[config.mk]
export PLATFORM = sky130hd
export DESIGN_NAME = apb_completer_regs
export DESIGN_NICKNAME = d
export VERILOG_FILES = /design/src/rtl/apb_regs_pkg.sv /design/src/rtl/apb_wait_timer.sv /design/src/rtl/apb_completer_regs.sv
export SDC_FILE = /design/constraint.sdc
export NUM_CORES = 1
export LEC_CHECK = 0
export CAP_MARGIN = 20
export CORE_ASPECT_RATIO = 0.7
export CORE_MARGIN = 5
export CORE_UTILIZATION = 56
export DETAILED_ROUTE_END_ITERATION = 10
export PLACE_DENSITY = 0.87
export SYNTH_ARGS = -nofsm -noshare
export SYNTH_HDL_FRONTEND = slang
export SYNTH_HIERARCHICAL = 1
export SYNTH_SLANG_ARGS = --single-unit
[constraint.sdc]
create_clock -name pclk -period 2.95 [get_ports pclk]
set_clock_uncertainty 0.1 [all_clocks]
set_input_delay 0.59 -clock pclk [delete_from_list [all_inputs] [get_ports pclk]]
set_output_delay 0.59 -clock pclk [all_outputs]
set_load 0.005 [all_outputs]
[src/rtl/apb_regs_pkg.sv]
// Shared definitions for the APB completer register block: register offsets,
// CTRL field positions and the transfer FSM state type.
package apb_regs_pkg;

  localparam logic [7:0] CTRL_OFF     = 8'h00;
  localparam logic [7:0] STATUS_OFF   = 8'h04;
  localparam logic [7:0] COUNT_OFF    = 8'h08;
  localparam logic [7:0] SCRATCH_BASE = 8'h10;

  // Word indices, matching the paddr[7:2] decode.
  localparam logic [5:0] CTRL_IDX    = CTRL_OFF[7:2];
  localparam logic [5:0] STATUS_IDX  = STATUS_OFF[7:2];
  localparam logic [5:0] COUNT_IDX   = COUNT_OFF[7:2];
  localparam logic [5:0] SCRATCH_IDX = SCRATCH_BASE[7:2];

  localparam int CTRL_EN_BIT = 0;
  localparam int CTRL_IE_BIT = 1;
  localparam int CTRL_WS_LSB = 4;
  localparam int CTRL_WS_MSB = 7;

  typedef enum logic [1:0] {
    IDLE = 2'd0,
    WAIT = 2'd1,
    DONE = 2'd2
  } state_t;

endpackage

[src/rtl/apb_wait_timer.sv]
// Wait-state down-counter: loads the wait count at setup, decrements while the
// transfer is stretched and flags the final wait cycle.
module apb_wait_timer (
  input  logic       i_pclk,
  input  logic       i_presetn,
  input  logic       i_load,
  input  logic [3:0] i_ws,
  input  logic       i_dec,
  output logic       o_last
);

  logic [3:0] r_wcnt;

  always_ff @(posedge i_pclk or negedge i_presetn) begin
    if (!i_presetn) begin
      r_wcnt <= 4'd0;
    end else if (i_load) begin
      r_wcnt <= i_ws;
    end else if (i_dec && (r_wcnt != 4'd0)) begin
      r_wcnt <= r_wcnt - 4'd1;
    end
  end

  assign o_last = (r_wcnt == 4'd1);

endmodule

[src/rtl/apb_completer_regs.sv]
// APB3 completer with a small register bank, programmable wait states and a
// free-running 32-bit counter with sticky overflow and level interrupt.
//
// state | meaning
// IDLE  | no transfer in flight; a setup phase loads the wait count
// WAIT  | stretching the access phase, pready held low
// DONE  | pready high while psel & penable; write commits, read data driven
module apb_completer_regs
  import apb_regs_pkg::*;
#(
  parameter int NUM_SCRATCH  = 4,
  parameter int DEFAULT_WAIT = 0
) (
  input  logic        pclk,
  input  logic        presetn,
  input  logic [31:0] paddr,
  input  logic        psel,
  input  logic        penable,
  input  logic        pwrite,
  input  logic [31:0] pwdata,
  output logic [31:0] prdata,
  output logic        pready,
  output logic        irq
);

  state_t      r_state;
  state_t      w_next;
  logic        w_load;
  logic        w_dec;
  logic        w_last;
  logic        w_pready;
  logic        w_wr;
  logic [5:0]  w_idx;
  logic        r_en;
  logic        r_ie;
  logic [3:0]  r_ws;
  logic        r_ovf;
  logic [31:0] r_count;
  logic [31:0] r_scratch [NUM_SCRATCH];
  logic [31:0] w_rdata;
  logic        w_count_wr;
  logic        w_status_w1c;
  logic        w_wrap;
  logic        w_unused;

  assign w_idx    = paddr[7:2];
  assign w_unused = ^{paddr[31:8], paddr[1:0]};

  apb_wait_timer u_timer (
    .i_pclk    (pclk),
    .i_presetn (presetn),
    .i_load    (w_load),
    .i_ws      (r_ws),
    .i_dec     (w_dec),
    .o_last    (w_last)
  );

  always_ff @(posedge pclk or negedge presetn) begin
    if (!presetn) begin
      r_state <= IDLE;
    end else begin
      r_state <= w_next;
    end
  end

  always_comb begin
    w_next   = r_state;
    w_load   = 1'b0;
    w_dec    = 1'b0;
    w_pready = 1'b0;
    case (r_state)
      IDLE: begin
        if (psel && !penable) begin
          w_load = 1'b1;
          w_next = (r_ws == 4'd0) ? DONE : WAIT;
        end
      end
      WAIT: begin
        if (!psel) begin
          w_next = IDLE;
        end else begin
          w_dec = 1'b1;
          if (w_last) begin
            w_next = DONE;
          end
        end
      end
      DONE: begin
        w_pready = psel && penable;
        w_next   = IDLE;
      end
      default: w_next = IDLE;
    endcase
  end

  assign w_wr = w_pready && pwrite;

  always_ff @(posedge pclk or negedge presetn) begin
    if (!presetn) begin
      r_en <= 1'b0;
      r_ie <= 1'b0;
      r_ws <= 4'(DEFAULT_WAIT);
    end else if (w_wr && (w_idx == CTRL_IDX)) begin
      r_en <= pwdata[CTRL_EN_BIT];
      r_ie <= pwdata[CTRL_IE_BIT];
      r_ws <= pwdata[CTRL_WS_MSB:CTRL_WS_LSB];
    end
  end

  // A bus write to COUNT overrides the increment, so no wrap is seen that cycle.
  assign w_count_wr   = w_wr && (w_idx == COUNT_IDX);
  assign w_wrap       = r_en && !w_count_wr && (r_count == 32'hFFFF_FFFF);
  assign w_status_w1c = w_wr && (w_idx == STATUS_IDX) && pwdata[0];

  always_ff @(posedge pclk or negedge presetn) begin
    if (!presetn) begin
      r_count <= 32'd0;
    end else if (w_count_wr) begin
      r_count <= pwdata;
    end else if (r_en) begin
      r_count <= r_count + 32'd1;
    end
  end

  always_ff @(posedge pclk or negedge presetn) begin
    if (!presetn) begin
      r_ovf <= 1'b0;
    end else if (w_wrap) begin
      r_ovf <= 1'b1;
    end else if (w_status_w1c) begin
      r_ovf <= 1'b0;
    end
  end

  always_ff @(posedge pclk or negedge presetn) begin
    if (!presetn) begin
      for (int i = 0; i < NUM_SCRATCH; i++) begin
        r_scratch[i] <= 32'd0;
      end
    end else begin
      for (int i = 0; i < NUM_SCRATCH; i++) begin
        if (w_wr && (w_idx == SCRATCH_IDX + 6'(i))) begin
          r_scratch[i] <= pwdata;
        end
      end
    end
  end

  always_comb begin
    w_rdata = 32'd0;
    case (w_idx)
      CTRL_IDX: begin
        w_rdata[CTRL_EN_BIT]             = r_en;
        w_rdata[CTRL_IE_BIT]             = r_ie;
        w_rdata[CTRL_WS_MSB:CTRL_WS_LSB] = r_ws;
      end
      STATUS_IDX: w_rdata[0] = r_ovf;
      COUNT_IDX:  w_rdata    = r_count;
      default: begin
        for (int i = 0; i < NUM_SCRATCH; i++) begin
          if (w_idx == SCRATCH_IDX + 6'(i)) begin
            w_rdata = r_scratch[i];
          end
        end
      end
    endcase
  end

  assign pready = w_pready;
  assign prdata = (w_pready && !pwrite) ? w_rdata : 32'd0;
  assign irq    = r_ovf && r_ie;

endmodule
[Word level (Yosys, flattened, before mapping)]
Cells that the tools add are included.
Storage, ports and cells
  register bits after elaboration: 173
  input port bits: 69
  output and inout port bits: 34
  word-level logic and storage cells: 79
Cells by class
  add/sub/neg operators: 2
  eq/ne operators: 12
  muxes and demuxes: 26
  reductions and logical operators: 28
Operator list (count)
  $mux W32: 7
  $pmux W24 S2: 1
  $add A32 B1 Y32 const B: 1
  $eq A32 B32 Y1 const B: 1
  $eq A6 B3 Y1 const B: 4
  $logic_and A1 B1 Y1: 16
  $pmux W4 S3: 1
  $mux W2: 4
  $mux W4: 2
  $pmux W2 S2: 2
  $mux W1: 7
  $eq A6 B1 Y1 const B: 1
  $eq A6 B2 Y1 const B: 1
  $logic_not A6 Y1: 1
  $pmux W1 S3: 2
  $reduce_bool A2 Y1: 3
  $eq A4 B1 Y1 const B: 1
  $logic_not A4 Y1: 1
  $reduce_bool A4 Y1: 1
  $sub A4 B1 Y4 const B: 1
  $logic_not A1 Y1: 3
  $ne A3 B2 Y1 const B: 1
  $eq A2 B1 Y1 const B: 1
  $eq A2 B2 Y1 const B: 1
  other kinds (4): 4

[Depth between registers and ports, before layout]
Gate-level depths: netlist (run 1).
  depth in word-level cells: 8
  depth in mapped cells: 8
  depth with buffers taken out: 6

[Modules after synthesis]
Netlist (run 1), hierarchy kept.
Modules (own cells, without submodules)
  apb_completer_regs: instances 1, cells each 725, area each 8374.3 µm², seq. area each 4229.1 µm²
  apb_wait_timer: instances 1, cells each 29, area each 282.8 µm², seq. area each 100.1 µm²

[Worst setup path after synthesis (run 1)]
Ideal clock, no wire load.
  path kind: input to output
  from: in paddr[2]
  to: out prdata[12]
  arrival time: 1888 ps
  required time: 2260 ps
  path slack: 372 ps
  cell stages on the path: 6
  path buffers: 2
  cell sequence: buf_2 nand2b_1 nor2_1 clkbuf_1 a22oi_1 a21oi_1
Between the ends
  longest elaborated chain between the ends: 7
  elaborated cells on any way between the ends: 14
  those cells by class: 6 x eq/ne; 6 x mux; 2 x reduce/logical
RTL lines
  start: declaration: line apb_completer_regs.sv:16  | input logic [31:0] paddr,
  $eq A6 B3 Y1: line apb_completer_regs.sv:161  | if (w_idx == SCRATCH_IDX + 6'(i)) begin
  $mux W32 (4 in series): line apb_completer_regs.sv:161
  $pmux W24 S2 *: line apb_completer_regs.sv:151  | case (w_idx)
  $mux W32 *: line apb_completer_regs.sv:170  | assign prdata = (w_pready && !pwrite) ? w_rdata : 32'd0;
  end: declaration: line apb_completer_regs.sv:21  | output logic [31:0] prdata,
Every way passes the cells marked *; elsewhere a longest branch is shown, timed or not.

[Worst setup path in the final report (run 1)]
  from: in paddr[5]
  to: out prdata[23]
Same word-level chain as after synthesis.

==> results.toml, run 1 <==
[run_status]
status = "complete, no violations"

[cells_and_area]
fillers = 1063
multi_input_area_um2 = 4120
drive_gt1_share_pct = 31.7
final_area_um2 = 10700
fin_nets = 930
regArea_um2 = 4330
final_cells = 1070
antenna_cells = 0
final_util_pct = 69.7
area_growth_syn_to_layout_pct = 23.2

[drt]
postRouteAntennaNets = 0
drt_iter0_drc = 611
route.final.wire_length_um = 22500
via_count = 6622
drcViolationCount = 0
via_per_inst = 6.19
dr.pass1.iters = 5
wl_per_cell_um = 21.1

[min_path]
min_path_type = "in2async"

[cts]
hold_buffers = 0
htree_levels = 4
clk_latency_ns = 0.43
cts_inserted_buffers = 17
cts.sinks = 173
cts_max_path_buffers = 2
cts_tree = "built"
cts_root_buf = "clkbuf_16"
clk_pin_slew_ns = 0.06

[worst_setup_path]
cp_slowest_cell = "bufbuf_16"
cp_max_fo = 13
crit_required_ns = 2.26
critPathMaxStageDelay_ns = 0.30
critical_path_arrival_ns = 2.25
cp-end-kind = "primary output"
cp-start-kind = "input pin"
crit_buf_inv = 5
cp_cell_sequence = "dlygate4sd2_1 > nor3_2 > buf_4 > buf_4 > and2_4 > bufbuf_16 > a22oi_1 > a21oi_1 > dlygate4sd2_1"
worstSetupPathType = "in2out"
cp_top_family = "buffers and inverters"

[placed_design]
place.gp.congestion = 0.885
hpwlAfterDp_um = 14400
place_area_um2 = 9940
post-place-ws_ns = -0.522
dp.cells = 1027
io_buffers = 76

[sta]
worst_slack_ns = 0.00954
finalCritPeriodShare_pct = 99.7
timing.fmax_ghz = 0.340
finalSetupViolations = 0
worstMarginPinSlew_ns = 0.612
whs_ns = 0.0476
drv_slew = 0
period_minus_slack_ns = 2.94
finalSetupTns_ns = 0
slew_headroom_pct = 59.2
hold_violations = 0
rsz0062_at_grt = "yes"

[floorplan]
die_w_um = 159
core_um2 = 15300
start_util_pct = 56.5
die_y_um = 114
ios = 103
rows = 38
dieArea_um2 = 18100

[power_and_ir_drop]
p_sw_share_pct = 28.6
vdd.ir_drop.worst_v = 0.000351
seq_power_share_pct = 46.5
p_total_mw = 5.83
p_per_area_nw_per_um2 = 546
p_switching_mw = 1.66
p_leak_nw = 4.88
power_frac_clock_pct = 37.2
pwr-share-comb_pct = 16.3
power.internal_mw = 4.16

[synth]
ys_warn_count = 6
synth-edff-count = 0
synthesis.area_um2 = 8660
synth_cells = 754
ys.flop_type = "dfrtp_1"
seq_area_frac_synth_pct = 50.0
yosys-top-cells-count = "173 x dfrtp_1, 131 x mux2_2, 66 x nand2_1"
ys_top_cells_by_area = "dfrtp_1 50%, mux2_2 17%, mux4_2 3.1%"
synth_area_leader_cell = "dfrtp_1"
ys_ff_latch = 173
avgSynthCellArea_um2 = 11.5
synth_most_common_cell = "dfrtp_1"
synth_cell_types = 50
async_reset_ff_share_pct = 100
synth_fp_nets = 826
synth_top_area_share_pct = 50.0

[grt]
grt_max_degree = 67
grt_pass1_vias = 6786
grt_overflow = 0
grt_use_total_pct = 26.2
antenna_found_initial = 0
grt_first_pass_wirelength_um = 36600

[run]
cap_violations = 0
-- what timing repair did --
action | CTS | global route
gates cloned | 4 | 0
endpoints found under the setup margin | 32 | 9
gates resized for setup | 91 | 18
pin swaps | 16 | 9
setup buffers | 7 | 1
-- metal layers --
layer  share of wire [%]  up-vias  wire (µm)  track usage, %
met5                   0        -          0               0
met4                 1.9        0        434            6.25
met3                 8.1       37       1830            7.13
met2                  48      284      10800            40.6
met1                  42     3357       9540            37.2
li1                    -     2944          -               -
-- layout make-up --
type / instances / area share [%]
Inverter: 11 / 0.387
Multi-Input combinational cell: 521 / 38.6
Clock buffer: 21 / 4.13
Clock inverter: 10 / 1.09
Sequential cell: 173 / 40.6
Tap cell: 200 / 2.35
Timing Repair Buffer: 134 / 12.9
-- cell usage in the layout, fill, tap and decap left out, types with 3 or more instances in the layout --
cell	netlist	routed
dfrtp_1	173	173
ha_1	3	3
buf_6	2	7
clkdlybuf4s50_1	0	37
buf_12	0	13
mux2i_1	22	22
mux2_1	5	5
nor4_1	7	7
a21oi_1	52	51
clkdlybuf4s15_1	0	3
a221oi_2	0	4
nor2b_1	8	8
nand2_1	66	65
clkinv_2	0	3
nand4_1	10	10
o22ai_1	5	5
nor3_1	10	9
nor3b_1	3	3
nand2b_1	4	3
nand3_1	14	14
xor2_1	13	13
buf_4	5	35
and3_1	4	4
mux2_2	131	131
nor2_1	50	49
a22oi_1	28	27
dlygate4sd2_1	0	14
inv_1	11	11
buf_2	21	15
o21ai_0	23	23
clkbuf_1	19	4
clkbuf_2	0	3
mux4_2	12	12
clkbuf_16	0	17
xnor2_1	16	16
clkdlybuf4s15_2	0	3
bufbuf_16	0	3
-- power by group through the flow --
stage	clock (mW)	sequential, mW	combinational, mW
after floorplan	0	2.67	0.635
after global placement	0	2.73	0.881
after detailed placement	0	2.74	0.907
after CTS	2.18	2.70	0.929
after global routing	2.30	2.72	1.04
final	2.17	2.71	0.952
-- kinds of logic after synthesis --
family	share of synthesized area, %
adders and majority gates	0.434
DFF	50.0
muxes	23.4
buffers and inverters	3.30
and+or+nand+nor	11.5
xor gates and xnor gates	2.93
AOI/OAI and AO/OA	8.43
-- worst paths after layout --
check	from	end	slack [ns]	depth (start not counted)
max in group asynchronous	presetn	r_count[17]	1.94	2
min	presetn	u_timer/r_wcnt[3]	0.05	1
min in group pclk	r_scratch[67]	r_scratch[67]	0.39	1
max reg2reg	r_state[0]	r_scratch[84]	0.64	7
max	paddr[5]	prdata[23]	0.01	9
min reg2reg	r_scratch[67]	r_scratch[67]	0.39	1
-- state kept, by name (all words and copies together), names as in the netlist --
name and count:
r_count 32, r_en 1, r_ie 1, r_ovf 1, r_scratch 128, r_state 2, r_ws 4, u_timer/r_wcnt 4
(Power assumes the default switching activity.)
==> inputs of run 2 (changes only) <==
CELL_PAD_IN_SITES_DETAIL_PLACEMENT = 1   (was default)
CELL_PAD_IN_SITES_GLOBAL_PLACEMENT = 2   (was default)
CORE_ASPECT_RATIO = 1.4   (was 0.7)
CORE_UTILIZATION = 38   (was 56)
PLACE_DENSITY = 0.88   (was 0.87)
==> results.toml, run 2 (synthesis gave the netlist of run 1 again) <==
[grt]
grt_first_pass_wirelength_um = 40600
grt_max_degree = 74
grt_pass1_vias = 7309
antenna_found_initial = 0
grt_use_total_pct = 20.2
grt_overflow = 0

[sta]
slew_headroom_pct = 50.6
hold_violations = 0
drv_slew = 0
whs_ns = 0.0874
period_minus_slack_ns = 2.91
finalSetupViolations = 0
rsz0062_at_grt = "yes"
worstMarginPinSlew_ns = 0.741
worst_slack_ns = 0.0429
timing.fmax_ghz = 0.344
finalCritPeriodShare_pct = 98.5

[run]
cap_violations = 0

[cts]
cts_root_buf = "clkbuf_16"
cts_max_path_buffers = 2
clk_latency_ns = 0.43
htree_levels = 4
clk_pin_slew_ns = 0.07
cts.sinks = 173
cts_inserted_buffers = 17
cts_tree = "built"

[worst_setup_path]
cp_top_family = "buffers and inverters"
cp_slowest_cell = "mux4_2"
cp-start-kind = "input pin"
cp_max_fo = 10
crit_buf_inv = 3
crit_required_ns = 2.26
cp_cell_sequence = "buf_2 > buf_12 > mux4_2 > a22oi_2 > nor2_2 > clkdlybuf4s50_1"
worstSetupPathType = "in2out"
critPathMaxStageDelay_ns = 0.51
cp-end-kind = "primary output"
critical_path_arrival_ns = 2.22

[placed_design]
place.gp.congestion = 0.775
post-place-ws_ns = -0.562
hpwlAfterDp_um = 16900
io_buffers = 76
dp.cells = 1138

[cells_and_area]
largest_reg_flops = 128
area_growth_syn_to_layout_pct = 27.5
final_cells = 1186
final_util_pct = 49.0
regMostFlops = "r_scratch"
layout_common_cells = "173 x dfrtp_1, 131 x mux2_2, 63 x nand2_1"
fin_nets = 944
layout_commonest_cell = "dfrtp_1"
antenna_cells = 0
drive_gt1_share_pct = 35.9
reg_top3 = "r_scratch: 128 flops, r_count: 32 flops"

[drt]
dr.pass1.iters = 6
via_count = 6540
postRouteAntennaNets = 0
drcViolationCount = 0
drt_iter0_drc = 337
wl_per_cell_um = 21.4
route.final.wire_length_um = 25400
via_per_inst = 5.51

[floorplan]
ios = 103
die_y_um = 189
rows = 65
dieArea_um2 = 25900
start_util_pct = 38.4
die_w_um = 138
core_um2 = 22500

[power_and_ir_drop]
vdd.ir_drop.worst_v = 0.000439
p_per_area_nw_per_um2 = 556
p_leak_nw = 4.99

[min_path]
min_path_type = "in2async"

[run_status]
status = "complete, no violations"
[run 2: cell types whose count changed in the layout (fill, tap and decap cells not counted), moves of 3 or more]
| cell | delta |
|---|---|
| buf_4 | +13 |
| clkbuf_2 | +8 |
| a21oi_1 | -6 |
| a21oi_2 | +6 |
| a22oi_1 | -5 |
| a22oi_2 | +5 |
| inv_8 | +5 |
| buf_2 | -4 |
| clkbuf_1 | -4 |
| dlygate4sd2_1 | -4 |
| bufbuf_16 | -3 |
| clkinv_2 | -3 |
| inv_6 | +3 |
[run 2: final timing paths]
path / from / end / slack (ns) / depth (start not counted)
worst min-delay path: presetn / r_scratch[54] / 0.09 / 1
worst max register to register: r_count[3] / r_count[25] / 0.65 / 5
max in group asynchronous: presetn / u_timer/r_wcnt[3] / 1.89 / 2
worst max-delay path: paddr[2] / prdata[4] / 0.04 / 6
worst min register to register: r_scratch[67] / r_scratch[67] / 0.40 / 1
min in group pclk: r_scratch[67] / r_scratch[67] / 0.40 / 1
[run 2: what timing repair did]
item,CTS,global route
pin swaps,18,19
hold buffers,0,0
gates resized for setup,86,52
setup buffers,12,3
gates cloned,1,1
endpoints found under the setup margin,32,22
[run 2: layer usage]
metal | track usage, % | up-vias | wire length (µm)
met5 | 0 | - | 0
li1 | - | 2966 | -
met4 | 6.76 | 0 | 623
met1 | 24.4 | 3422 | 10300
met2 | 36.1 | 115 | 13900
met3 | 3.10 | 37 | 621
[run 2: area by class of cell]
| cell class | instances | area, µm² |
|---|---|---|
| clock inverter | 14 | 199 |
| sequential | 173 | 4330 |
| tap | 301 | 377 |
| multi-input combinational | 521 | 4220 |
| timing repair buffer | 148 | 1440 |
| clock buffer | 18 | 439 |
| inverter | 11 | 41.3 |
| fill | 2401 | 11500 |
[run 2: where the power goes]
part	internal, mW	total [mW]	switching [mW]
clock network	1.40	2.43	1.03
registers	2.51	2.71	0.207
logic	0.422	1.00	0.581
[run 2: through the flow]
step	area, µm²	total power [mW]	TNS, ns
after detailed placement	10100	3.71	-16.03
after floorplan	8660	3.31	0
final	11000	6.14	0
after CTS	11000	6.18	0
after global placement	10100	3.67	-15.96
after global routing	11000	6.42	-0.0957
==> inputs of run 3 (changes only) <==
SKIP_CTS_REPAIR_TIMING = 1   (was default)
==> results.toml, run 3 (synthesis gave the netlist of run 1 again) <==
[cts]
cts_max_path_buffers = 2
cts_tree = "built"
cts_inserted_buffers = 17
clk_pin_slew_ns = 0.07
clk_latency_ns = 0.43
htree_levels = 4
cts.sinks = 173
cts_root_buf = "clkbuf_16"

[sta]
worstMarginPinSlew_ns = 0.747
finalCritPeriodShare_pct = 98.1
timing.fmax_ghz = 0.346
period_minus_slack_ns = 2.89
slew_headroom_pct = 50.2
drv_slew = 0
hold_violations = 0
whs_ns = 0.0830
finalSetupViolations = 0
finalSetupTns_ns = 0

[worst_setup_path]
crit_required_ns = 2.26
setup.worst_path.start = "paddr[2]"
critical_path_arrival_ns = 2.20
worstSetupPathType = "in2out"
cp-end-kind = "primary output"
rr_worst_depth = 5
r2r-end = "r_count[25]"
cp_max_fo = 10
cp-start-kind = "input pin"
rr_startpoint = "r_count[4]"
crit_end = "prdata[4]"
rrSetupSlack_ns = 0.68

[power_and_ir_drop]
pwr-share-comb_pct = 16.2
p_switching_mw = 1.81
p_sw_share_pct = 29.5
seq_power_share_pct = 44.1
p_per_area_nw_per_um2 = 551
power.internal_mw = 4.32
vdd.ir_drop.worst_v = 0.000427
p_leak_nw = 5.49
power_frac_clock_pct = 39.6

[run_status]
status = "complete, no violations"

[cells_and_area]
fin_nets = 935
fillers = 2373
drive_gt1_share_pct = 31.1
regMostFlops = "r_scratch"
antenna_cells = 0
reg_top3 = "r_scratch: 128 flops, r_count: 32 flops"
layout_commonest_cell = "dfrtp_1"
layout_common_cells = "173 x dfrtp_1, 131 x mux2_2, 65 x nand2_1"
largest_reg_flops = 128
area_growth_syn_to_layout_pct = 28.5
final_area_um2 = 11100

[drt]
via_per_inst = 5.55
drcViolationCount = 0
wl_per_cell_um = 21.5
route.final.wire_length_um = 25300
dr.pass1.iters = 4
via_count = 6528
postRouteAntennaNets = 0
drt_iter0_drc = 389

[floorplan]
core_um2 = 22500
start_util_pct = 38.4
die_y_um = 189
die_w_um = 138
rows = 65
ios = 103
dieArea_um2 = 25900

[placed_design]
hpwlAfterDp_um = 16900
place.gp.congestion = 0.775
io_buffers = 76
place_area_um2 = 10100

[grt]
grt_use_total_pct = 19.5
grt_overflow = 0
grt_max_degree = 74
grt_pass1_vias = 7191
antenna_found_initial = 0
grt_first_pass_wirelength_um = 39300

[min_path]
min_path_type = "in2async"

[run]
cap_violations = 0
[run 3: worst min path at each step]
stage / end / startpoint / depth (start not counted) / slack, ns
2_1_floorplan: r_count[0] / presetn / 0 / 0.19
3_3_place_gp: r_scratch[110] / r_scratch[110] / 1 / 0.36
3_5_place_dp: r_scratch[67] / r_scratch[67] / 1 / 0.39
4_1_cts: r_scratch[54] / presetn / 1 / 0.11
5_1_grt: r_scratch[54] / presetn / 1 / 0.14
6_report: r_scratch[21] / presetn / 1 / 0.08
[run 3: power groups by stage]
stage	logic [mW]	registers, mW	clock network [mW]
global route	1.09	2.73	2.58
finish	0.995	2.71	2.43
CTS	0.984	2.70	2.47
detailed placement	0.964	2.74	0
global placement	0.931	2.74	0
floorplan	0.635	2.67	0
[run 3: metrics by stage]
| step | total power, mW | cells | utilization (%) | setup WS (ns) |
|---|---|---|---|---|
| final | 6.13 | 1177 | 49.4 | 0.0561 |
| after global routing | 6.40 | 1177 | 49.4 | -0.00185 |
| after CTS | 6.16 | 1170 | 47.9 | -0.589 |
| after detailed placement | 3.71 | 1138 | 45.1 | -0.562 |
| after global placement | 3.67 | 1138 | 45.1 | -0.579 |
| after floorplan | 3.31 | 754 | - | 0.372 |
[run 3: per-layer routing]
| metal | track usage, % | wire [µm] |
|---|---|---|
| met3 | 3.02 | 760 |
| met4 | 6.57 | 510 |
| met1 | 23.6 | 10000 |
| met5 | 0 | 0 |
| met2 | 34.8 | 14000 |
[run 3: worst max-delay path: stages]
cell             delay [ns]
clkbuf_4               0.18
buf_12                 0.17
mux4_2                 0.50
a22oi_1                0.24
nor2_1                 0.07
clkdlybuf4s50_1        0.45
[run 3: layout make-up]
cell class	instances	area, µm²	area share, %
sequential	173	4330	38.9
multi-input combinational	521	4160	37.4
timing repair buffer	139	1570	14.1
clock buffer	18	439	3.95
tap	301	377	3.39
clock inverter	14	199	1.79
inverter	11	41.3	0.371
